## src/rtl/mult_share_arbiter.sv

```systemverilog
// Two-requester front end for one shared sequential multiplier.
// Round-robin grant, one-shot start, watchdog on completion, and a held
// response channel back to whichever requester was granted.
module mult_share_arbiter #(
  parameter int WIDTH   = 64,
  parameter int RES_W   = 2*WIDTH+1,
  parameter int TIMEOUT = 200
) (
  input  logic             clk,
  input  logic             reset,
  input  logic [1:0]       req_valid,
  output logic [1:0]       req_ready,
  input  logic [WIDTH-1:0] req_a0,
  input  logic [WIDTH-1:0] req_b0,
  input  logic [WIDTH-1:0] req_a1,
  input  logic [WIDTH-1:0] req_b1,
  output logic [1:0]       rsp_valid,
  input  logic [1:0]       rsp_ready,
  output logic [RES_W-1:0] rsp_data,
  output logic             rsp_err,
  output logic [WIDTH-1:0] mul_a,
  output logic [WIDTH-1:0] mul_b,
  output logic             mul_start,
  input  logic             mul_ready,
  input  logic [RES_W-1:0] mul_result
);

  localparam int CW = $clog2(TIMEOUT+1);

  typedef enum logic [2:0] {S_IDLE, S_ISSUE, S_SETTLE, S_WAIT, S_RESP} state_t;

  state_t            state_q, state_d;
  logic              rr_ptr;   // requester favoured when both are valid
  logic              gnt;      // requester owning the current transaction
  logic              gnt_sel;
  logic [CW-1:0]     wd_cnt;
  logic              wd_hit;
  logic              rsp_acc;
  logic [1:0][WIDTH-1:0] op_a, op_b;

  assign op_a = {req_a1, req_a0};
  assign op_b = {req_b1, req_b0};

  // Pick the single valid requester, or the round-robin one on contention.
  always_comb begin
    gnt_sel = 1'b0;
    if (&req_valid) gnt_sel = rr_ptr;
    else            gnt_sel = req_valid[1];
  end

  assign wd_hit  = (wd_cnt == CW'(TIMEOUT-1));
  assign rsp_acc = (state_q == S_RESP) && rsp_ready[gnt];

  // State register.
  always_ff @(posedge clk or posedge reset) begin
    if (reset) state_q <= S_IDLE;
    else       state_q <= state_d;
  end

  // Next state and handshake strobes; everything here is decoded from state.
  always_comb begin
    state_d   = state_q;
    req_ready = 2'b00;
    rsp_valid = 2'b00;
    mul_start = 1'b0;
    unique case (state_q)
      S_IDLE: begin
        if (|req_valid) begin
          req_ready[gnt_sel] = 1'b1;
          state_d = S_ISSUE;
        end
      end
      S_ISSUE: begin
        mul_start = 1'b1;
        state_d   = S_SETTLE;
      end
      // The multiplier's busy flag lags start by a cycle, so ignore ready here.
      S_SETTLE: state_d = S_WAIT;
      S_WAIT: begin
        if (mul_ready || wd_hit) state_d = S_RESP;
      end
      S_RESP: begin
        rsp_valid[gnt] = 1'b1;
        if (rsp_acc) state_d = S_IDLE;
      end
      default: state_d = S_IDLE;
    endcase
  end

  // Operand latch, watchdog, result capture and round-robin pointer.
  always_ff @(posedge clk or posedge reset) begin
    if (reset) begin
      rr_ptr   <= 1'b0;
      gnt      <= 1'b0;
      mul_a    <= '0;
      mul_b    <= '0;
      wd_cnt   <= '0;
      rsp_data <= '0;
      rsp_err  <= 1'b0;
    end else begin
      unique case (state_q)
        S_IDLE: begin
          if (|req_valid) begin
            gnt   <= gnt_sel;
            mul_a <= op_a[gnt_sel];
            mul_b <= op_b[gnt_sel];
          end
        end
        S_SETTLE: wd_cnt <= '0;
        S_WAIT: begin
          wd_cnt <= wd_cnt + CW'(1);
          // A completion on the timeout cycle still wins.
          if (mul_ready) begin
            rsp_data <= mul_result;
            rsp_err  <= 1'b0;
          end else if (wd_hit) begin
            rsp_data <= '0;
            rsp_err  <= 1'b1;
          end
        end
        S_RESP: begin
          if (rsp_acc) rr_ptr <= ~gnt;
        end
        default: ;
      endcase
    end
  end

endmodule

```

## config.mk

```make
export PLATFORM = sky130hd
export DESIGN_NAME = mult_share_arbiter
export DESIGN_NICKNAME = d
export VERILOG_FILES = /design/src/rtl/mult_share_arbiter.sv
export SDC_FILE = /design/constraint.sdc
export NUM_CORES = 1
export LEC_CHECK = 0
export BUFFER_PORTS_ARGS = -buffer_cell sky130_fd_sc_hd__buf_2
export CORE_AREA = 2 2 258 260
export DETAILED_ROUTE_END_ITERATION = 10
export DIE_AREA = 0 0 260 262
export PLACE_DENSITY = 0.45
export SLEW_MARGIN = 40
export SYNTH_ARGS = -nofsm -noshare
export SYNTH_HDL_FRONTEND = slang
export SYNTH_SLANG_ARGS = --single-unit
```

## constraint.sdc

```tcl
create_clock -name clk -period 11.7 [get_ports clk]
set_input_delay 1.755 -clock clk [delete_from_list [all_inputs] [get_ports clk]]
set_output_delay 1.755 -clock clk [all_outputs]
set_load 0.1 [all_outputs]
```

==> summary.txt, run 1 <==
Core ar. - 65280 sq um
Syn Nets - 1776
share of the synthesized area in the top cell type - 50.85%
Hold Vio Cnt, Final - 0
Fillers - 7089
Iteration-0 DRC Markers - 803
Slew @ Worst Pin - 0.7795 ns
clock sink total - 271
Mapped Cells - 1383
register area share after synthesis - 50.85%
CTS max path bufs - 3
Crit Path Max Fanout - 74
CTS root buf - clkbuf_16
max cap viols - 0
gr ovfl total - 0
Syn Std Cell Area - 13340 sq um
clk slew on worst S/H paths - 0.05 ns
kind of critical path - primary input to output pin
DR DRC count - 0
DRT Wirelength - 55.80 mm
Main synth FF type - dfrtp_1
Worst Reg-to-Reg Cells - 5
Pre-antenna DRT Iters - 5
RSZ-0062 raised after global routing - no
CTS tree - done
io pins - 655
cts hold-fix bufs - 0
vias in the first global route - 12940
area leader, netlist - dfrtp_1
Syn. warnings - 0
cts repair resizes - 0
final weighted congestion in routability-driven placement - 0.8309
crit path launch - req_valid[1]
Peak Freq - 186.1 MHz
worst endpoint data arrival time - 3.62 ns
crit path capture - req_ready[0]
initial antenna violation count - 18
Critical R2R Launch - wd_cnt[4]$_DFFE_PP0P_
Worst Setup End Kind - output pin
Final Slew Violations - 0
Starting Density - 20.43%
Setup Fix Bufs, Post-CTS - 0
Total GRT Usage - 15.48%
nets@finish - 2337
clk_lat worst skew - 0.54 ns
setup TNS - 0 ns
# port buffers - 654
ratio of cells with drive above 1 in the final layout - 41.45%
first-pass GRT wire length - 81.67 mm
syn_area_per_cell - 9.643 sq um
Area contributors post-synth - dfrtp_1 (51%), nand3b_1 (7.3%), a22oi_1 (7.3%), o21ai_0 (6.4%), a31oi_1 (6.1%)
DR vias - 13210
Synth async-reset ratio - 100.0%
std cell rows - 94
vias per inst - 4.652
status - completed
Worst setup SP type - primary input
#FFs+latches synth - 271
fin crit share - 45.92%
number of synthesized flops with an enable pin - 0
number of buffers created by CTS - 35
DR WL/cell - 19.66 um
R2R Setup Slk - 8.43 ns
worst reg2reg endpoint - rsp_data[31]$_DFFE_PP0P_
DIE HEIGHT - 262 um
Layout area overhead - 37.80%
Die Footprint - 68120 sq um
Worst EP required - 9.95 ns
H-Tree Level Count - 2
post-route ant nets - 0
HPWL after detailed placement - 39.08 mm
Hold WC Path Type - register to register
Die X - 260 um
Final Skew - 0.02171 ns
largest net degree at the start of global routing - 123
final setup fails - 0
max_slew headroom - 48.03%
Yosys cell types - 41
min Tclk post-route - 5.373 ns
==> cell usage after synthesis, types with 2 or more instances <==
cell type,count
buf_1,15
buf_8,9
a22oi_1,129
a21oi_1,131
nand2b_1,2
or2_2,2
nor2_1,7
dfrtp_1,271
nor3b_1,3
clkbuf_1,113
nand2_1,5
a31oi_1,130
and2_1,2
mux2_2,2
buf_2,9
o21ai_2,80
nand3b_1,130
inv_1,131
or4_1,3
o21ai_0,170
a22o_1,5
o21ai_1,10
o31ai_1,2
nand3_1,5
==> cells by family after synthesis <==
logic type	share of synthesized area (%)
AOI/OAI and AO/OA	31.12
buffers and inverters	8.669
DFF	50.85
and+or+nand+nor	9.025
muxes	0.2439
adders and majority gates	0.09380
==> layer usage <==
| metal | wire length (um) | vias up | global-route usage [%] | share of wire (%) |
|---|---|---|---|---|
| li1 | - | 6162 | - | - |
| met1 | 22340 | 6385 | 18.97 | 40 |
| met2 | 26680 | 554 | 25.39 | 48 |
| met3 | 5167 | 89 | 5.498 | 9.3 |
| met4 | 1504 | 18 | 4.901 | 2.7 |
| met5 | 116 | - | 0 | 0.21 |
==> cells in the final DEF (no fill, tap or decap), types with 4 or more instances in the layout <==
cell and n:
buf_2 653, dfrtp_1 271, o21ai_0 170, a21oi_1 131
nand3b_1 130, a31oi_1 130, inv_1 130, a22oi_1 129
o21ai_2 80, clkbuf_16 35, buf_6 12, o21ai_1 10
clkbuf_1 10, nor2_1 7, clkbuf_8 7, nand3_1 5
nand2_1 5, a22o_1 5, clkinv_2 5, buf_4 5
diode_2 4, inv_6 4
==> area by class of cell <==
cell class	count	area [sq um]	area share [%]
flip-flops and latches	271	6782	36.90
diodes	4	10.01	0.05447
multi-input cells	834	5421	29.50
clock buffers	52	1010	5.494
repair buffers	670	3441	18.72
inverters	132	505.5	2.751
well taps	864	1081	5.882
clock inverters	12	127.6	0.6944
==> worst min-delay path by stage <==
stage                                    from                        end  slack (ns)  cells past startpoint
global placement    rsp_data[122]$_DFFE_PP0P_  rsp_data[122]$_DFFE_PP0P_        0.52                      2
global route         rsp_data[84]$_DFFE_PP0P_   rsp_data[84]$_DFFE_PP0P_        0.55                      2
floorplan                  rr_ptr$_DFFE_PP0P_         rr_ptr$_DFFE_PP0P_        0.49                      2
finish               rsp_data[83]$_DFFE_PP0P_   rsp_data[83]$_DFFE_PP0P_        0.53                      2
CTS                  rsp_data[18]$_DFFE_PP0P_   rsp_data[18]$_DFFE_PP0P_        0.54                      2
detailed placement   rsp_data[18]$_DFFE_PP0P_   rsp_data[18]$_DFFE_PP0P_        0.52                      2
==> stage by stage <==
stage                     cells  hold slack [ns]  worst slack [ns]  area [sq um]  utilization (%)
after floorplan            1383           0.4932             2.478         13340                -
after global placement     2771           0.5176             5.988         17190            26.33
after detailed placement   2771           0.5234             6.210         17220            26.37
after CTS                  2835           0.5356             6.212         18350            28.12
after global routing       2838           0.5548             6.139         18380            28.15
final                      2839           0.5334             6.327         18380            28.15
==> critical path, cell delays in order <==
cell,delay [ns]
buf_6,0.41
or2_4,0.67
nand2_1,0.17
nor2_1,0.15
buf_2,0.44
==> flip-flops by register name (all words and copies together), names as in the netlist <==
signal and flops:
gnt 1, mul_a 64, state_q 3, wd_cnt 8, rsp_err 1, mul_b 64, rr_ptr 1, rsp_data 129
Power of run 1 is not shown: default switching activity piles up to over one toggle a cycle in this logic, so the estimate is an artifact.
==> inputs of run 2 (changes only) <==
Settings changed: PLACE_DENSITY 0.45 to 0.46.
Clock period 11.7 ns to 4.3 ns, I/O delays scaled along.
==> summary.txt, run 2 (same netlist as run 1, synthesis figures left out) <==
Pre-antenna DRT Iters - 5
DR DRC count - 0
Setup Fix Bufs, Post-CTS - 0
worst endpoint data arrival time - 2.40 ns
clock sink total - 271
Worst Setup End Kind - output pin
critical path depth - 4
pre-CTS worst setup slack - 1.638 ns
clk_lat worst skew - 0.53 ns
vias in the first global route - 12980
H-Tree Level Count - 2
Hold Vio Cnt, Final - 0
RSZ-0062 raised after global routing - no
Peak Freq - 327.9 MHz
vias per inst - 4.612
Starting Density - 20.43%
max_slew headroom - 46.68%
cts repair resizes - 0
Design Area, Final - 18500 sq um
max reg flops - 129
slowest CP cell - nor3_4
gr ovfl total - 0
Total GRT Usage - 14.63%
Top reg by flops - rsp_data
R2R Setup Slk - 1.76 ns
DR WL/cell - 18.73 um
Final Skew - 0.01131 ns
Worst setup SP type - register
crit path capture - req_ready[0]
CTS root buf - clkbuf_16
Slew @ Worst Pin - 0.7999 ns
DIE HEIGHT - 262 um
crit path launch - state_q[0]$_DFFE_PP0P_
kind of critical path - register to output pin
Final WS setup - 1.250 ns
delay of the slowest critical-path stage - 0.58 ns
post-route ant nets - 0
Layout area overhead - 38.74%
fin crit share - 70.92%
Core ar. - 65280 sq um
Largest regs - rsp_data x129, mul_a x64, mul_b x64
max cap viols - 0
CTS tree - done
Placed Area - 17340 sq um
Die X - 260 um
Non-Filler Instances - 2843
initial antenna violation count - 17
clk slew on worst S/H paths - 0.06 ns
commonest cells after routing, fill and taps aside - buf_2 (653), dfrtp_1 (271), o21ai_0 (170)
Worst Reg-to-Reg Cells - 4
final weighted congestion in routability-driven placement - 0.8075
min Tclk post-route - 3.050 ns
crit-path leading delay family - simple AND/OR/NAND/NOR gates
Hold WC Path Type - primary input to async pin
status - completed
Bufs and invs on worst path - 1
CTS max path bufs - 3
commonest non-fill, non-tap cell in the layout - buf_2
HPWL after detailed placement - 36.90 mm
Critical R2R Launch - state_q[0]$_DFFE_PP0P_
Worst EP required - 3.65 ns
ratio of cells with drive above 1 in the final layout - 41.46%
DR vias - 13110
Iteration-0 DRC Markers - 769
nets@finish - 2341
Inst Count DP - 2774
std cell rows - 94
setup TNS - 0 ns
worst reg2reg endpoint - mul_b[63]$_DFFE_PP0P_
DRT Wirelength - 53.26 mm
Crit Path Max Fanout - 15
cts hold-fix bufs - 0
largest net degree at the start of global routing - 257
first-pass GRT wire length - 78.59 mm
io pins - 655
Die Footprint - 68120 sq um
# port buffers - 654
number of buffers created by CTS - 35
crit path cell chain - nor3_4 > nand2_1 > nor2_1 > buf_2
Final Slew Violations - 0
final setup fails - 0
[run 2: worst register-to-register path: cells and delay by family, from the launching register on]
family	cells	cell delay, ns
AOI/OAI and AO/OA	1	0.27
buffers and inverters	1	0.42
DFF	1	0.56
and+or+nand+nor	2	1.14
[run 2: how the worst min path moves through the flow]
stage / startpoint / to / slack, ns / cells after the start
CTS: reset / rsp_data[118]$_DFFE_PP0P_ / 0.18 / 2
global route: reset / rsp_data[118]$_DFFE_PP0P_ / 0.22 / 2
global placement: rsp_data[42]$_DFFE_PP0P_ / rsp_data[42]$_DFFE_PP0P_ / 0.52 / 2
floorplan: rr_ptr$_DFFE_PP0P_ / rr_ptr$_DFFE_PP0P_ / 0.49 / 2
finish: reset / mul_a[10]$_DFFE_PP0P_ / 0.20 / 2
detailed placement: rsp_data[35]$_DFFE_PP0P_ / rsp_data[35]$_DFFE_PP0P_ / 0.53 / 2
[run 2: area by class of cell]
cell class / count / area (sq um)
sequential: 271 / 6782
timing repair buffer: 674 / 3582
multi-input combinational: 834 / 5421
clock buffer: 53 / 1025
antenna: 6 / 15.01
tap: 864 / 1081
clock inverter: 9 / 95.09
inverter: 132 / 501.7
fill: 7048 / 46770
[run 2: layer usage]
metal	up-vias	wire, um	GRT usage [%]
li1	6159	-	-
met1	6346	21240	17.59
met4	12	1255	4.757
met5	-	71	0
met2	512	25810	24.44
met3	84	4879	5.093
[run 2: through the flow]
stage	hold slack [ns]	utilization [%]
4_1_cts	0.1759	28.28
2_1_floorplan	0.4932	-
3_5_place_dp	0.5253	26.57
6_report	0.1973	28.35
3_3_place_gp	0.5152	26.52
5_1_grt	0.2173	28.34
Power of run 2 is left out for the same reason.
==> inputs of run 3 (changes only) <==
Settings changed: ABC_AREA set to 1, CORE_AREA 2 2 258 260 to 2 2 257 259, DIE_AREA 0 0 260 262 to 0 0 259 261, PLACE_DENSITY 0.46 to 0.45.
Clock period 4.3 ns to 2.59 ns, I/O delays scaled along.
==> summary.txt, run 3 <==
fin crit share - 93.46%
Core ar. - 65040 sq um
Pre-antenna DRT Iters - 4
min-delay src - mul_result[74]
ratio of cells with drive above 1 in the final layout - 33.03%
first-pass GRT wire length - 68.92 mm
Iteration-0 DRC Markers - 674
setup TNS - 0 ns
Crit Path Max Fanout - 6
status - completed
clk_lat worst skew - 0.54 ns
commonest non-fill, non-tap cell in the layout - nand2_1
mux contribution to synthesized area - 0%
min Tclk post-route - 2.421 ns
max cap viols - 0
nets@finish - 2645
H-Tree Level Count - 2
crit path launch - state_q[1]$_DFFE_PP0P_
Post-synth top cells - nand2_1 (806), dfrtp_1 (271), inv_1 (146)
CTS max path bufs - 3
io pins - 655
#FFs+latches synth - 271
number of synthesized flops with an enable pin - 0
register area share after synthesis - 55.64%
gr ovfl total - 0
CTS tree - done
DIE HEIGHT - 261 um
Hold WC Path Type - primary input to register
Final Skew - 0.02156 ns
Top reg by flops - rsp_data
clk slew on worst S/H paths - 0.06 ns
number of buffers created by CTS - 34
# port buffers - 654
CTS root buf - clkbuf_16
largest net degree at the start of global routing - 171
Simple-Gate Fraction of Synth Area - 30.17%
vias per inst - 3.910
Area contributors post-synth - dfrtp_1 (56%), nand2_1 (25%), inv_1 (4.5%), nor2_1 (4.4%), o21ai_1 (3.0%)
post-route ant nets - 0
Starting Density - 18.74%
Mapped Cells - 1609
Syn. warnings - 0
Hold WS - 0.04476 ns
vias in the first global route - 12300
std cell rows - 94
syn_area_per_cell - 7.575 sq um
final setup fails - 0
Slew @ Worst Pin - 0.8460 ns
worst endpoint data arrival time - 2.03 ns
cell with the most instances after synthesis - nand2_1
Adder-Cell Fraction of Synth Area - 0.1027%
Peak Freq - 413.1 MHz
RSZ-0062 raised after global routing - no
Syn Nets - 2002
Die X - 259 um
Worst setup SP type - register
area leader, netlist - dfrtp_1
Die Footprint - 67600 sq um
DR DRC count - 0
share of the synthesized area in the top cell type - 55.64%
max reg flops - 129
Util after Layout - 27.14%
kind of critical path - register to output pin
clock sink total - 271
Syn Std Cell Area - 12190 sq um
largest family of logic cells by synthesized area - simple AND/OR/NAND/NOR gates
Yosys cell types - 23
Final Slew Violations - 0
Critical R2R Launch - state_q[2]$_DFFE_PP0P_
Compound-Gate Fraction of Synth Area - 5.739%
Layout area overhead - 44.83%
max_slew headroom - 43.60%
Total GRT Usage - 12.92%
final weighted congestion in routability-driven placement - 0.8177
Main synth FF type - dfrtp_1
HPWL after detailed placement - 34.44 mm
DRT Wirelength - 45.82 mm
DR WL/cell - 14.59 um
Worst EP required - 2.20 ns
Synth async-reset ratio - 100.0%
XOR/XNOR Fraction of Synth Area - 0%
commonest cells after routing, fill and taps aside - nand2_1 (804), buf_2 (652), dfrtp_1 (271)
Worst Setup End Kind - output pin
Hold Vio Cnt, Final - 0
DR vias - 12280
initial antenna violation count - 5
Largest regs - rsp_data x129, mul_a x64, mul_b x64
==> run 3: kinds of logic after synthesis <==
family	Yosys count
flops	271
buf+inv	233
compound gates	139
simple gates	965
fa+ha+maj	1
==> run 3: path summary, 6_finish.rpt <==
kind | endpoint | slack (ns) | cells after the start
worst max-delay path | rsp_valid[0] | 0.17 | 4
worst min-delay path | rsp_data[74]$_DFFE_PP0P_ | 0.04 | 3
worst max register to register | mul_a[4]$_DFFE_PP0P_ | 0.58 | 7
worst min register to register | rsp_data[71]$_DFFE_PP0P_ | 0.46 | 2
max in group asynchronous | mul_b[55]$_DFFE_PP0P_ | 1.25 | 4
min in group asynchronous | rsp_data[96]$_DFFE_PP0P_ | 0.41 | 3
==> run 3: timing repair <==
| item | in CTS | in global routing |
|---|---|---|
| endpoints found under the hold margin | 11 | 0 |
| gates resized for setup | 0 | 1 |
| hold buffers | 3 | 0 |
| buffers inserted | 0 | 0 |
| setup endpoints to repair | 0 | 1 |
==> run 3: worst max-delay path: stages, from the launching register on <==
cell and delay (ns):
dfrtp_1 0.48, nor3_1 0.39, nand2_1 0.13, inv_1 0.08, buf_2 0.42
==> run 3: per-layer routing <==
layer,track usage (%),vias to the layer above,part of all wire [%]
met4,3.982,2,2.3
met2,22.21,463,48
li1,-,6100,-
met3,4.094,54,8.6
met1,15.35,5662,41
met5,0,-,0.028
==> run 3: per-stage QoR <==
step	setup slack, ns	instances	area, sq um
floorplan	-1.380	1609	12200
global placement	0.6068	3077	16530
detailed placement	0.5581	3077	16530
CTS	0.1027	3138	17640
global route	0.003744	3139	17650
finish	0.1694	3141	17650
==> run 3: area by class of cell <==
cell class	count	area, sq um
clock buffer	49	987.2
tap	864	1081
multi-input combinational	1105	4412
antenna	3	7.507
sequential	271	6782
inverter	149	565.5
clock inverter	9	91.34
timing repair buffer	691	3726
fill	7274	47390
Power of run 3 is left out for the same reason.
